### src/rtl/mem_refill_ctrl.sv
// Miss-handling controller: shares one memory word port between I-cache
// refills and D-cache writeback/refill, sequences word bursts and produces
// the pipeline advance enable.
module mem_refill_ctrl #(
  parameter int WORDS = 4,
  parameter int IDXW  = 2
) (
  input  logic            clk,
  input  logic            rst_n,
  input  logic            imiss,
  input  logic [29:0]     imiss_addr,
  input  logic            dmiss,
  input  logic [29:0]     dmiss_addr,
  input  logic            ddirty,
  input  logic [29:0]     dvictim_addr,
  input  logic [31:0]     dvictim_data,
  output logic            mem_req,
  output logic            mem_we,
  output logic [29:0]     mem_addr,
  output logic [31:0]     mem_wdata,
  input  logic            mem_ack,
  input  logic [31:0]     mem_rdata,
  output logic [IDXW-1:0] fill_idx,
  output logic [31:0]     fill_data,
  output logic            ifill_we,
  output logic            dfill_we,
  output logic            itag_we,
  output logic            dtag_we,
  output logic            pipe_en,
  output logic            busy
);

  typedef enum logic [2:0] {
    IDLE   = 3'd0,
    D_WB   = 3'd1,
    D_FILL = 3'd2,
    I_FILL = 3'd3,
    DONE   = 3'd4
  } state_t;

  localparam logic [IDXW-1:0] LAST = IDXW'(WORDS - 1);

  state_t          state_q, state_d;
  logic [IDXW-1:0] cnt_q, cnt_d;
  logic [29:IDXW]  base_q, base_d;
  logic            last_word;

  // Word-in-block bits of the miss/victim addresses are replaced by cnt.
  logic unused_addr_bits;
  assign unused_addr_bits = ^{imiss_addr[IDXW-1:0], dmiss_addr[IDXW-1:0],
                              dvictim_addr[IDXW-1:0]};

  assign last_word = (cnt_q == LAST);

  // Address and data pass-throughs decoded from registered state only.
  assign mem_addr  = {base_q, cnt_q};
  assign mem_wdata = dvictim_data;
  assign fill_data = mem_rdata;
  assign fill_idx  = cnt_q;
  assign busy      = (state_q != IDLE);
  assign pipe_en   = (state_q == IDLE) & ~imiss & ~dmiss;

  // State, word counter and latched block base.
  always_ff @(posedge clk or negedge rst_n) begin
    if (!rst_n) begin
      state_q <= IDLE;
      cnt_q   <= '0;
      base_q  <= '0;
    end else begin
      state_q <= state_d;
      cnt_q   <= cnt_d;
      base_q  <= base_d;
    end
  end

  // Next-state, counter/base update and per-state memory/strobe outputs.
  always_comb begin
    state_d  = state_q;
    cnt_d    = cnt_q;
    base_d   = base_q;
    mem_req  = 1'b0;
    mem_we   = 1'b0;
    dfill_we = 1'b0;
    ifill_we = 1'b0;
    dtag_we  = 1'b0;
    itag_we  = 1'b0;
    case (state_q)
      IDLE: begin
        // D side first: it belongs to the older instruction.
        if (dmiss && ddirty) begin
          state_d = D_WB;
          base_d  = dvictim_addr[29:IDXW];
          cnt_d   = '0;
        end else if (dmiss) begin
          state_d = D_FILL;
          base_d  = dmiss_addr[29:IDXW];
          cnt_d   = '0;
        end else if (imiss) begin
          state_d = I_FILL;
          base_d  = imiss_addr[29:IDXW];
          cnt_d   = '0;
        end
      end
      D_WB: begin
        mem_req = 1'b1;
        mem_we  = 1'b1;
        if (mem_ack) begin
          cnt_d = cnt_q + 1'b1;
          if (last_word) begin
            // Victim written out; switch the base to the missing block.
            state_d = D_FILL;
            base_d  = dmiss_addr[29:IDXW];
          end
        end
      end
      D_FILL: begin
        mem_req = 1'b1;
        if (mem_ack) begin
          dfill_we = 1'b1;
          cnt_d    = cnt_q + 1'b1;
          if (last_word) begin
            dtag_we = 1'b1;
            state_d = DONE;
          end
        end
      end
      I_FILL: begin
        mem_req = 1'b1;
        if (mem_ack) begin
          ifill_we = 1'b1;
          cnt_d    = cnt_q + 1'b1;
          if (last_word) begin
            itag_we = 1'b1;
            state_d = DONE;
          end
        end
      end
      DONE: begin
        state_d = IDLE;
      end
      default: begin
        state_d = IDLE;
      end
    endcase
  end

endmodule

### config.mk
export PLATFORM = sky130hd
export DESIGN_NAME = mem_refill_ctrl
export DESIGN_NICKNAME = d
export VERILOG_FILES = /design/src/rtl/mem_refill_ctrl.sv
export SDC_FILE = /design/constraint.sdc
export NUM_CORES = 1
export LEC_CHECK = 0
export ABC_AREA = 1
export CAP_MARGIN = 40
export CORE_AREA = 2 2 101 103
export DETAILED_ROUTE_END_ITERATION = 10
export DIE_AREA = 0 0 103 105
export PLACE_DENSITY_LB_ADDON = 0.2
export SLEW_MARGIN = 20
export SYNTH_ARGS = -nofsm -noshare
export SYNTH_HDL_FRONTEND = slang
export SYNTH_SLANG_ARGS = --single-unit
### constraint.sdc
create_clock -name clk -period 1.85 [get_ports clk]
set_clock_uncertainty 0.15 [all_clocks]
set_input_delay 0.37 -clock clk [delete_from_list [all_inputs] [get_ports clk]]
set_output_delay 0.37 -clock clk [all_outputs]
set_load 0.03 [all_outputs]
==> run metrics, run 1 <==
final setup fails=1; Finished Cell Area=0.00399 mm2; Reg2Reg Setup Slack=approximately 140 ps; Synth Area in Compound Gates=0.554%; Port Buf Inserts=129; final net count=668; Synth cell types=21; setup slack at placement=-197 ps; max cap viols=0; CTS Root Cell=clkbuf_8; Die X-Extent=103 um; Worst slew margin=between 70% and 80%; fin crit period=1870 ps; routed vias=2776; largest fanout on the critical path=3; Mapped Nets=~590; status=finished, violations left; cell count after placement=627; crit path DAT=1350 ps; synthesized instance count=427; antenna violations before repair=0; Final Hold Fails=0; vias in the first global route=2847; CP max stage cell=clkdlybuf4s50_1; total CTS buffers=5; overall power=between 5 and 6 mW; P&R area growth vs syn=47.1%; core area=0.00964 mm2; LEAKAGE=~2.2 nW; fin util=41.4%; fillcell total=1074; antenna-violating nets left=0; drt total wl=8780 um; RSZ-0062 raised after global routing=true; DIE AREA=approximately 0.011 mm2; CP startpoint kind=input pin; clock tree buffer depth=2; HP Class=flop to flop; Yosys warning count=0; Peak supply drop=0.720 mV; Worst Max-Slew Pin Slew=419 ps; total grt overflow=0; GRT Total Usage=approximately 17%; Area after DPL=0.00378 mm2; part of the cycle the worst path needs=101%; sequential-to-total area share from yosys stat=30.5%; DRC=0; pin count of the biggest net entering global routing=29; XOR/XNOR Fraction of Synth Area=0%; Die Span Y=~110 um; Power Density=1300 mW/mm2; row cnt=36; post-synthesis cell area=0.00271 mm2; Worst Path Required=between 1000 and 1500 ps; CTS tree=built; Worst setup EP type=output port; adder-cell share of the synthesized area=0.462%; Finished Layout Cells=641; Vias/cell=roughly 4.3; Sink Count=33; Synth Area per Inst=6.35 um2; clock slew at the register clock pins of the worst setup and hold paths=70 ps; Post-Synth Simple-Gate Area=between 40% and 50%; Ports=264; # diodes=0; largest family of logic cells by synthesized area=simple AND/OR/NAND/NOR gates; Cell Chain, Critical Path=clkdlybuf4s50_1 -> inv_1 -> nor4_2 -> buf_4; worst setup margin=-24.1 ps; first-pass detailed-route iteration total=4; first-pass GRT wire length=14000 um; max incr delay on CP=530 ps; failing checks=setup timing; DPL Wire Length=6560 um; mux cell area share after synthesis=0%; max-slew violation count=0; Initial Util=28.1%; Yosys reg bits=33; H-tree depth=2; wire per inst=13.7 um; initial DRC count=86; gpl congestion=between 0.7 and 0.8; layout cells sized above 1=12.8%; Critical Setup Path Class=input pin to output port; clock latency on the worst-skew pair=290 ps; Peak Freq=534 MHz
==> worst max-delay path, delay by kind of cell <==
kind	cells	cell delay, ps
simple gates	1	150
buf+inv	3	840
==> registers in the layout (all words and copies together), names as in the netlist <==
signal and count:
base_q 28, state_q 3, fill_idx 2
==> Yosys cell counts, drive strengths merged <==
library cell | count | area [um2]
a21oi | 2 | 10.0
buf | 81 | 592
clkbuf | 2 | 7.51
dfrtp | 33 | 826
ha | 1 | 12.5
inv | 13 | 48.8
nand2 | 241 | 912
nand3 | 37 | 208
nand4 | 1 | 6.26
nor2 | 13 | 70.1
nor4 | 2 | 12.5
o21ai | 1 | 5.00
==> layer usage <==
metal / up-vias / routed length, um / GRT usage (%)
li1: 1402 / - / -
met1: 1224 / 3610 / 18.8
met2: 123 / 4190 / 29.1
met3: 27 / 808 / 5.62
met4: 0 / 166 / 4.79
met5: - / 0 / 0
==> stage by stage <==
step,hold WS (ps),TNS [ps]
finish,325,-24.1
global route,351,-258
CTS,332,-34.2
detailed placement,186,-5320
global placement,184,-4020
floorplan,-75.6,-83.4
==> area by class of cell <==
cell class	instances	area [um2]	area share (%)
timing repair buffer	156	1540	38.7
clock inverter	1	5.00	0.126
inverter	13	53.8	1.35
clock buffer	7	96.3	2.42
tap	133	166	4.17
multi-input combinational	298	1300	32.5
sequential	33	826	20.7
==> path summary, 6_finish.rpt <==
check,from,end,cells past startpoint
min in group asynchronous,rst_n,base_q[25],2
setup / recovery,mem_ack,ifill_we,4
hold reg to reg,base_q[4],base_q[4],2
max in group asynchronous,rst_n,base_q[15],3
setup reg to reg,fill_idx[0],base_q[17],8
hold / removal,base_q[4],base_q[4],2
==> logic make-up after synthesis <==
| logic type | Yosys count |
|---|---|
| buf+inv | 96 |
| simple gates | 294 |
| fa+ha+maj | 1 |
| compound gates | 3 |
| flops | 33 |
==> placed cells by master, fill, tap and decap left out, types with 2 or more instances in the layout <==
cell and count:
nand2_2 3, inv_4 2, a21oi_1 2, dlygate4sd2_1 24, inv_2 3, nand3_1 33
inv_1 8, nor2_2 4, dlymetal6s2s_1 9, clkbuf_8 7, clkdlybuf4s50_1 87, nand3_4 3
buf_6 5, nor2_1 8, buf_4 23, dfrtp_1 33, nand2_1 237, buf_12 5
==> report_power, final <==
group          internal [mW]  switching (mW)  total [mW]
logic                   1.28            2.04        3.32
registers               1.06           0.180        1.24
clock network          0.337           0.276       0.613
==> timing repair <==
action / in CTS / in global routing
gates resized for setup: 35 / 20
buffers inserted: 3 / 2
endpoints found under the hold margin: 17 / 0
pin swaps: 4 / 4
hold buffers: 1 / 0
endpoints found under the setup margin: 30 / 15
(Power assumes the default switching activity.)
==> inputs of run 2 (changes only) <==
--- a/config.mk
+++ b/config.mk
@@ -7,9 +7,9 @@
 export LEC_CHECK = 0
 export ABC_AREA = 1
 export CAP_MARGIN = 40
-export CORE_AREA = 2 2 101 103
+export CORE_MARGIN = 2
+export CORE_UTILIZATION = 28
 export DETAILED_ROUTE_END_ITERATION = 10
-export DIE_AREA = 0 0 103 105
 export PLACE_DENSITY_LB_ADDON = 0.2
 export SLEW_MARGIN = 20
 export SYNTH_ARGS = -nofsm -noshare
==> constraint.sdc (replaced) <==
create_clock -name clk -period 1.6 [get_ports clk]
set_clock_uncertainty 0.15 [all_clocks]
set_input_delay 0.32 -clock clk [delete_from_list [all_inputs] [get_ports clk]]
set_output_delay 0.32 -clock clk [all_outputs]
set_load 0.03 [all_outputs]
==> run 2 against run 1 <==
Largest cell class unchanged. Cell area is 12% higher. Sequential power grew 22%. Critical endpoint is now pipe_en. The flow still finishes with violations (setup timing). Die area fell by 3.1%. Final cell count rose by 4.1%. Combinational power rose by 49%. Flip-flop and latch count unchanged.
==> run metrics, run 2 (synthesized netlist as in run 1, its figures left out) <==
status=finished, violations left; failing checks=setup timing; clock latency on the worst-skew pair=290 ps; Finished Layout Cells=667; Die X-Extent=between 100 and 150 um; Sw Ratio=47.3%; CTS Root Cell=clkbuf_8; pin count of the biggest net entering global routing=29; DIE AREA=0.0105 mm2; wire per inst=14.9 um; cell count after placement=624; initial DRC count=48; max cap viols=0; # diodes=0; GRT Total Usage=a little under a fifth; HP Class=flop to flop; clock tree buffer depth=2; antenna-violating nets left=0; first-pass GRT wire length=14600 um; Ports=~260; routed vias=2954; Peak Freq=564 MHz; layout cells sized above 1=24.3%; final setup fails=39; Sink Count=33; CP startpoint kind=flop; first-pass detailed-route iteration total=4; largest fanout on the critical path=4; Worst setup EP type=output port; core area=about 0.0093 mm2; drt total wl=9940 um; clock slew at the register clock pins of the worst setup and hold paths=80 ps; row cnt=35; register share of total power=21.4%; CTS tree=built; Area after DPL=between 0.003 and 0.004 mm2; max reg flops=28; Peak supply drop=0.893 mV; Worst Path Required=1130 ps; area of the multi-input gates=about 0.0014 mm2; P&R area growth vs syn=64.5%; Worst slew margin=64.1%; Power Density=1590 mW/mm2; clock power share=8.7%; largest reg by FF count=base_q; setup slack at placement=-418 ps; gpl congestion=0.765; fillcell total=991; P_int=about 3.7 mW; Initial Util=29.1%; final net count=698; part of the cycle the worst path needs=111%; Critical Setup Path Class=flop to output port; setup tns final=-3940 ps; RSZ-0062 raised after global routing=true; Worst Max-Slew Pin Slew=538 ps; Die Span Y=a little over 100 um; overall power=7.07 mW; max-slew violation count=0; commonest non-fill, non-tap cell in the layout=nand2_1; Finished Cell Area=0.00446 mm2; commonest non-fill, non-tap cells in the layout=nand2_1, clkdlybuf4s50_1, buf_4; total grt overflow=0; Combinational Power Share=69.9%; fin crit period=1770 ps; H-tree depth=2; total CTS buffers=5; Final Hold Fails=0; LEAKAGE=2.34 nW; DRC=0; Switch Pwr=~3.3 mW; crit path DAT=1300 ps; worst setup margin=-172 ps; antenna violations before repair=0; Vias/cell=4.43; vias in the first global route=between 2000 and 3000; FF/Latch Area=832 um2; DPL Wire Length=6370 um; Port Buf Inserts=~130
-- run 2: cell count changes in the layout (fill, tap and decap cells not counted), sizes merged --
cell | before | now
dlygate4sd2 | 24 | 28
inv | 13 | 11
dlymetal6s2s | 9 | 0
buf | 34 | 65
nor2 | 13 | 15
clkdlybuf4s15 | 0 | 2
clkinvlp | 0 | 1
clkbuf | 8 | 11
clkdlybuf4s50 | 87 | 85
-- run 2: timing repair --
action,CTS,global route
endpoints found under the hold margin,17,0
endpoints found under the setup margin,67,43
cloned,3,3
setup buffers,21,7
gates resized for setup,93,29
pin swaps,36,8
hold buffers,1,0
-- run 2: metrics by stage --
stage               hold WS [ps]  util [%]
floorplan                   -126         -
global placement             163      40.6
detailed placement           163      40.6
CTS                          323      45.5
global route                 349      47.8
finish                       320      47.8
-- run 2: area by class of cell --
| cell class | instances | share of cell area, % |
|---|---|---|
| flip-flops and latches | 33 | 18.7 |
| clock buffers | 8 | 1.80 |
| inverters | 13 | 1.52 |
| multi-input cells | 300 | 32.5 |
| well taps | 129 | 3.62 |
| repair buffers | 184 | 41.9 |
-- run 2: critical path: stages, from the launching register on --
cell and delay [ps]:
dfrtp_2 470, buf_6 140, nor2_4 110, nand3_2 110, inv_2 70, buf_6 120
-- run 2: power by group through the flow --
stage	logic [mW]	registers (mW)	clock network, mW
2_1_floorplan	1.90	2.15	0
3_3_place_gp	3.82	1.50	0
3_5_place_dp	3.86	1.50	0
4_1_cts	4.56	1.50	0.626
5_1_grt	5.38	1.56	0.672
6_report	4.94	1.51	0.615
-- run 2: worst paths after layout --
kind	slack [ps]	endpoint	cells past startpoint	start
worst max-delay path	-170	pipe_en	5	state_q[1]
min in group asynchronous	360	fill_idx[1]	2	rst_n
worst min register to register	320	base_q[22]	2	base_q[22]
max in group asynchronous	460	base_q[27]	3	rst_n
worst max register to register	-120	base_q[19]	10	state_q[1]
worst min-delay path	320	base_q[22]	2	base_q[22]
-- run 2: per-layer routing --
layer	vias up	track usage (%)	part of all wire, %
met5	-	0	0
met2	128	32.7	49
met3	39	4.51	7.5
met1	1324	21.0	41
met4	0	6.15	2.4
li1	1463	-	-
==> inputs of run 3 (changes only) <==
--- a/config.mk
+++ b/config.mk
@@ -10,6 +10,7 @@
 export CORE_MARGIN = 2
 export CORE_UTILIZATION = 28
 export DETAILED_ROUTE_END_ITERATION = 10
+export GPL_TIMING_DRIVEN = 0
 export PLACE_DENSITY_LB_ADDON = 0.2
 export SLEW_MARGIN = 20
 export SYNTH_ARGS = -nofsm -noshare
==> run 3 against run 2 <==
The flow still finishes with violations (setup timing). Combinational power grew 2%. Highest routed layer unchanged. Sequential power shrank 3%. Maximum frequency shrank 1.3%. Critical path type unchanged.
==> run metrics, run 3 (synthesized netlist as in run 1, its figures left out) <==
status=finished, violations left; failing checks=setup timing; core area=0.00933 mm2; wire per inst=13.4 um; CP startpoint kind=flop; overall power=approximately 7.1 mW; total CTS buffers=5; Peak Freq=557 MHz; Port Buf Inserts=193; clock power share=8.8%; commonest non-fill, non-tap cell in the layout=nand2_1; vias in the first global route=3325; drt total wl=10700 um; initial DRC count=59; Worst slew margin=65.0%; P&R area growth vs syn=98.1%; Switch Pwr=between 3 and 4 mW; RR Endpoint=base_q[6]; Critical Setup Path Class=flop to output port; final net count=825; final setup fails=38; Final Hold Fails=0; worst setup margin=-194 ps; fin crit period=1790 ps; Finished Layout Cells=approximately 800; Peak supply drop=about 1.1 mV; CP startpoint=state_q[1]; gpl congestion=0.777; pin count of the biggest net entering global routing=20; Vias/cell=4.38; Initial Util=~29%; clock slew at the register clock pins of the worst setup and hold paths=80 ps; worst hold stages=2; Worst Path Required=1130 ps; register share of total power=20.5%; DR top layer=met4; wl on met1=3880 um; Reg2Reg Setup Slack=-150 ps; Combinational Power Share=70.7%; P_int=3.73 mW; DIE AREA=0.0105 mm2; Sw Ratio=47.6%; Die Span Y=slightly above 100 um; Die X-Extent=roughly 100 um; H-tree depth=2; setup slack at placement=-888 ps; total grt overflow=0; DPL Wire Length=7780 um; antenna-violating nets left=0; part of the cycle the worst path needs=112%; GRT Total Usage=about a fifth; clock tree buffer depth=2; LEAKAGE=2.82 nW; max cap viols=0; capture point of the worst path=pipe_en; Worst R2R Path Depth=9; HP Class=flop to flop; commonest non-fill, non-tap cells in the layout=nand2_1, clkdlybuf4s50_1, buf_4; Ports=between 200 and 300; fin util=57.6%; cell count after placement=750; antenna violations before repair=0; largest fanout on the critical path=4; Power Density=1330 mW/mm2; # diodes=0; Worst setup EP type=output port; worst r2r src=state_q[1]; CTS tree=built; RSZ-0062 raised after global routing=true; layout cells sized above 1=between 20% and 30%; Worst Max-Slew Pin Slew=526 ps; met2 wire len=5610 um; row cnt=35; met3 WL=1080 um; first-pass GRT wire length=15600 um; DRC=0; crit path DAT=1320 ps; clock latency on the worst-skew pair=290 ps; routed vias=3477; first-pass detailed-route iteration total=4; largest reg by FF count=base_q; Sink Count=33; fillcell total=between 800 and 900; CTS Root Cell=clkbuf_8; max-slew violation count=0; max reg flops=28
run 3: cell types whose count changed in the layout (fill, tap and decap cells not counted), moves of 3 or more:
cell / delta
buf_4: +60
buf_2: +3
nand2_2: -20
buf_6: +8
buf_12: -9
nand2_1: +22
clkdlybuf4s50_1: +65
run 3: stage by stage:
step | hold slack [ps] | setup TNS (ps) | instance area (um2)
6_report | 324 | -4650 | 5370
2_1_floorplan | -126 | -27.0 | 2750
5_1_grt | 359 | -7730 | 5370
3_3_place_gp | 311 | -39850 | 4840
4_1_cts | 330 | -1380 | 5260
3_5_place_dp | 129 | -16280 | 4860
run 3: power groups by stage:
stage / Sequential [mW] / Clock, mW / Combinational (mW)
final: 1.46 / 0.627 / 5.03
after floorplan: 2.15 / 0 / 1.90
after global routing: 1.51 / 0.685 / 5.45
after global placement: 1.48 / 0 / 4.19
after detailed placement: 1.50 / 0 / 4.25
after CTS: 1.47 / 0.647 / 4.76
run 3: layer usage:
metal	up-vias	GRT usage [%]
met2	178	37.7
met4	0	3.69
met1	1579	20.1
met3	8	5.95
met5	-	0
li1	1712	-
run 3: how the worst min path moves through the flow:
stage	from	to	slack, ps
final	base_q[12]	base_q[12]	320
after CTS	base_q[4]	base_q[4]	330
after global routing	base_q[12]	base_q[12]	360
after detailed placement	rst_n	fill_idx[0]	130
after global placement	base_q[3]	base_q[3]	310
after floorplan	rst_n	base_q[10]	-130
run 3: layout make-up:
cell class	instances	area (um2)	area share (%)
inverters	13	60.1	1.12
clock inverters	3	17.5	0.326
flip-flops and latches	33	832	15.5
well taps	129	161	3.01
plain buffers	81	616	11.5
multi-input cells	298	1350	25.1
clock buffers	5	68.8	1.28
repair buffers	232	2270	42.2
run 3: critical path, stage by stage, from the launching register on:
cell,delay [ps]
dfrtp_2,450
buf_6,140
nor2_4,150
nand3_2,100
inv_2,60
buf_6,120
run 3: timing repair:
| action | CTS | global route |
|---|---|---|
| hold buffers | 1 | 0 |
| endpoints found under the setup margin | 61 | 40 |
| hold endpoints to repair | 14 | 0 |
| pin swaps | 11 | 4 |
| buffers inserted | 24 | 10 |
| cloned | 2 | 1 |
| resized for setup | 148 | 13 |
==> RTL edit 1 (config.mk and constraints of run 1) <==
The parameter `IDXW` goes from 2 to 1.
--- a/src/rtl/mem_refill_ctrl.sv
+++ b/src/rtl/mem_refill_ctrl.sv
@@ -4,5 +4,5 @@
 module mem_refill_ctrl #(
   parameter int WORDS = 4,
-  parameter int IDXW  = 2
+  parameter int IDXW  = 1
 ) (
   input  logic            clk,
Interface: changed (resized fill_idx); port bits go from 264 to 263. The function was not compared with the original's and may differ.
==> RTL edit 1 against run 1 <==
Sequential cell count unchanged; global-route usage up 2.9 points; non-clock buffer count down 3; worst setup slack better by 40 ps; utilization down 0.27 points; critical path depth up 2; sequential share of layout area up 0.17 points; hold slack worse by 12 ps; cell area down 0.66%; synthesized area up 1.8%; power up 2.3%; wire length up 22%; via count about the same; largest cell class unchanged; largest power group unchanged; highest routed layer unchanged.
==> RTL edit 1: results <==
{
  "ys_seq_area_share_pct": 29.9,
  "tns_ps": 0,
  "p_switching_mw": 2.61,
  "place_area_um2": 3830,
  "post-dp-hpwl_mm": 8.74,
  "fin_cells": 670,
  "vias": 2777,
  "place_ws_ps": -135,
  "drive_above_1_share_pct": 9.31,
  "timing.rr.end": "base_q[15]",
  "crit_path_max_fanout": 4,
  "final_area_um2": 3960,
  "final_nets": 696,
  "num-nonclk-buffers": 153,
  "multi_input_cells": 276,
  "cp.arrival_ps": 1310,
  "gp_congestion": 0.855,
  "synthCells": 459,
  "dp_cells": 660,
  "ys_types": 16,
  "leakage_nw": 2.28,
  "grt_pass1_wl_mm": 15.7,
  "n_all_inverters": 67,
  "synth-compound-area-share_pct": 6.26,
  "worst_pin_slew_ps": 360,
  "largest_reg_flops": 29,
  "outcome": "finished clean",
  "grt_pass1_vias": 2700,
  "ir_drop_uv": 574,
  "synth_nets": 619,
  "ff2ff_setup_slack_ps": 220,
  "drt_iter0_markers": 95,
  "design.seq.count": 33,
  "fill_cells": 1084,
  "hold_path_end": "base_q[8]",
  "rr_startpoint": "state_q[0]",
  "final-seq-area_um2": 827,
  "multi_input_area_um2": 1120
}
## RTL edit 1: changes by cell type in the layout (fill, tap and decap cells not counted), moves of 3 or more
| cell | change |
|---|---|
| clkdlybuf4s50_1 | +3 |
| inv_1 | +57 |
| nand2_1 | -71 |
| nand3_1 | -31 |
| nand3_4 | -3 |
| nor2_1 | +56 |
| o21ai_0 | +31 |
## RTL edit 1: worst max-delay path by stage
stage                from            to  slack [ps]
2_1_floorplan  state_q[2]     base_q[1]         140
3_3_place_gp        dmiss     base_q[4]        -130
3_5_place_dp        dmiss     base_q[4]        -130
4_1_cts        base_q[24]  mem_addr[24]           1
5_1_grt        state_q[0]       itag_we         -70
6_report       state_q[0]       itag_we          20
## RTL edit 1: layer usage
| layer | track usage, % | wire length (µm) |
|---|---|---|
| met1 | 18.1 | 3450 |
| met2 | 33.3 | 5220 |
| met3 | 15.1 | 1920 |
| met4 | 4.51 | 123 |
| met5 | 0 | 0 |
## RTL edit 1: worst max-delay path, stage by stage, from the launching register on
cell and delay [ps]:
dfrtp_1 410, buf_6 140, inv_4 40, nor2_4 100
nand2_2 80, nor2_2 120, buf_6 140
## RTL edit 1: repair_timing
item | 4_1_cts | 5_1_grt
endpoints found under the setup margin | 27 | 14
resized for setup | 27 | 20
buffers inserted | 0 | 1
hold buffers | 1 | 0
pin swaps | 2 | 2
endpoints found under the hold margin | 14 | 0
## RTL edit 1: power groups by stage
| stage | Combinational (mW) | Clock (mW) | Sequential, mW |
|---|---|---|---|
| after global routing | 3.85 | 0.596 | 1.32 |
| after detailed placement | 3.65 | 0 | 1.28 |
| after floorplan | 1.69 | 0 | 1.89 |
| after global placement | 3.63 | 0 | 1.27 |
| final | 3.49 | 0.539 | 1.26 |
| after CTS | 3.48 | 0.562 | 1.26 |
==> RTL edit 2 (flow settings as in run 1) <==
Made on the original files. Encoding of `state_t`: now Gray code (3 bits for 5 states).
--- a/src/rtl/mem_refill_ctrl.sv
+++ b/src/rtl/mem_refill_ctrl.sv
@@ -32,9 +32,9 @@
 
   typedef enum logic [2:0] {
-    IDLE   = 3'd0,
-    D_WB   = 3'd1,
-    D_FILL = 3'd2,
-    I_FILL = 3'd3,
-    DONE   = 3'd4
+    IDLE   = 3'b000,
+    D_WB   = 3'b001,
+    D_FILL = 3'b011,
+    I_FILL = 3'b010,
+    DONE   = 3'b110
   } state_t;
 
Behaviour: no difference found for any inputs over 4 cycles, from zero or initial values and one cycle with rst_n low; so few cycles prove little.
==> RTL edit 2 against run 1 <==
Power fell by 4.3%; worst setup slack better by 67 ps; wire length rose by 0.40%; sequential cell count did not move; clock power fell by 15%; final cell count decreased by 0.16%; cell area is 0.88% higher; die area unchanged; synthesized area decreased by 0.42%; maximum frequency is 3.7% higher; critical path type is now register to output port; largest power group unchanged.
==> RTL edit 2: results <==
{
  "critPathMaxStageDelay_ps": 420,
  "multi_input_area_um2": 1280,
  "outcome": "finished clean",
  "wl_met1_mm": 3.50,
  "wl_met2_mm": 4.54,
  "synth_commonest_cells": "229 x nand2_1, 66 x buf_4, 33 x dfrtp_1, 31 x nand3_1, 16 x buf_2",
  "grt_pass1_wl_mm": 13.4,
  "grt_pass1_vias": 2722,
  "grt_use_total_pct": 15.9,
  "gp_congestion": 0.800,
  "synth-compound-area-share_pct": 1.07,
  "seq_share_pct": 20.6,
  "drt_iter0_markers": 83,
  "clock_cell_area_share_pct": 1.99,
  "multi_input_cells": 293,
  "ir_drop_uv": 487,
  "via_per_inst": 4.30,
  "fin_cells": 640,
  "synth_fa_ha_area_share_pct": 0.464,
  "design.seq.count": 33,
  "use_met2_pct": 29.5,
  "post-dp-hpwl_mm": 6.35,
  "ys.flop_type": "dfrtp_1",
  "drive_above_1_share_pct": 15.4,
  "buf_share_pct": 40.4,
  "synth_area_leaders": "nand2_1 32%, dfrtp_1 31%, buf_4 18%",
  "ys_seq_area_share_pct": 30.6,
  "crit_path_max_fanout": 6,
  "place_ws_ps": -391,
  "fill_cells": 1049,
  "grt_max_degree": 34,
  "critPathSlowestCell": "dfrtp_1",
  "n_all_inverters": 11,
  "final_nets": 667,
  "avgRoutedWirePerCell_um": 13.8,
  "num-nonclk-buffers": 162,
  "worst_pin_slew_ps": 525,
  "met1_usage_pct": 17.5,
  "clkTransAtPathRegs_ps": 70,
  "dp_cells": 620,
  "synth_nets": 582,
  "largest_reg_flops": 28,
  "grt_util_met3_pct": 4.21
}
RTL edit 2: cell count changes in the layout (fill, tap and decap cells not counted), moves of 5 or more:
cell and delta:
nand2_1 -12, nand2_2 +12, dlymetal6s2s_1 +11, dlygate4sd2_1 -10, buf_4 +7, nor2_4 +5
RTL edit 2: where the power goes:
group | switching [mW] | internal, mW | leakage, nW
combinational | 1.89 | 1.29 | 1.87
clock | 0.255 | 0.267 | 0.0395
sequential | 0.180 | 1.06 | 0.412
total | 2.33 | 2.62 | 2.32
RTL edit 2: worst paths after layout:
path                       startpoint          end  slack [ps]  cells after the start
setup / recovery           state_q[2]      itag_we          40                      5
hold / removal              base_q[3]    base_q[3]         320                      2
setup reg to reg           state_q[0]   state_q[0]         130                     10
hold reg to reg             base_q[3]    base_q[3]         320                      2
max in group asynchronous       rst_n   state_q[0]         720                      3
min in group asynchronous       rst_n  fill_idx[1]         500                      3
RTL edit 2: cell families after synthesis:
kind of cell / count (synthesis)
flip-flops: 33
AND/OR/NAND/NOR: 286
adder cells (fa/ha/maj): 1
buffers and inverters: 96
AO/OA/AOI/OAI: 5
RTL edit 2: timing repair:
action | CTS | global route
buffers inserted | 7 | 3
gates cloned | 1 | 0
hold buffers | 1 | 0
hold endpoints to repair | 33 | 0
pin swaps | 2 | 4
resized for setup | 25 | 31
setup endpoints to repair | 48 | 27
RTL edit 2: worst max-delay path: cells and delay by family (launching register included):
family	cells	cell delay [ps]
AND/OR/NAND/NOR	2	190
flip-flops	1	420
buffers and inverters	3	400
RTL edit 2: stage by stage:
stage	util (%)	power, mW	hold slack [ps]	instance area, µm²
floorplan	-	3.29	-75.6	2700
global placement	39.0	4.37	281	3760
detailed placement	39.0	4.40	292	3760
CTS	40.7	4.98	333	3920
global route	41.7	5.32	343	4020
finish	41.7	4.95	321	4020
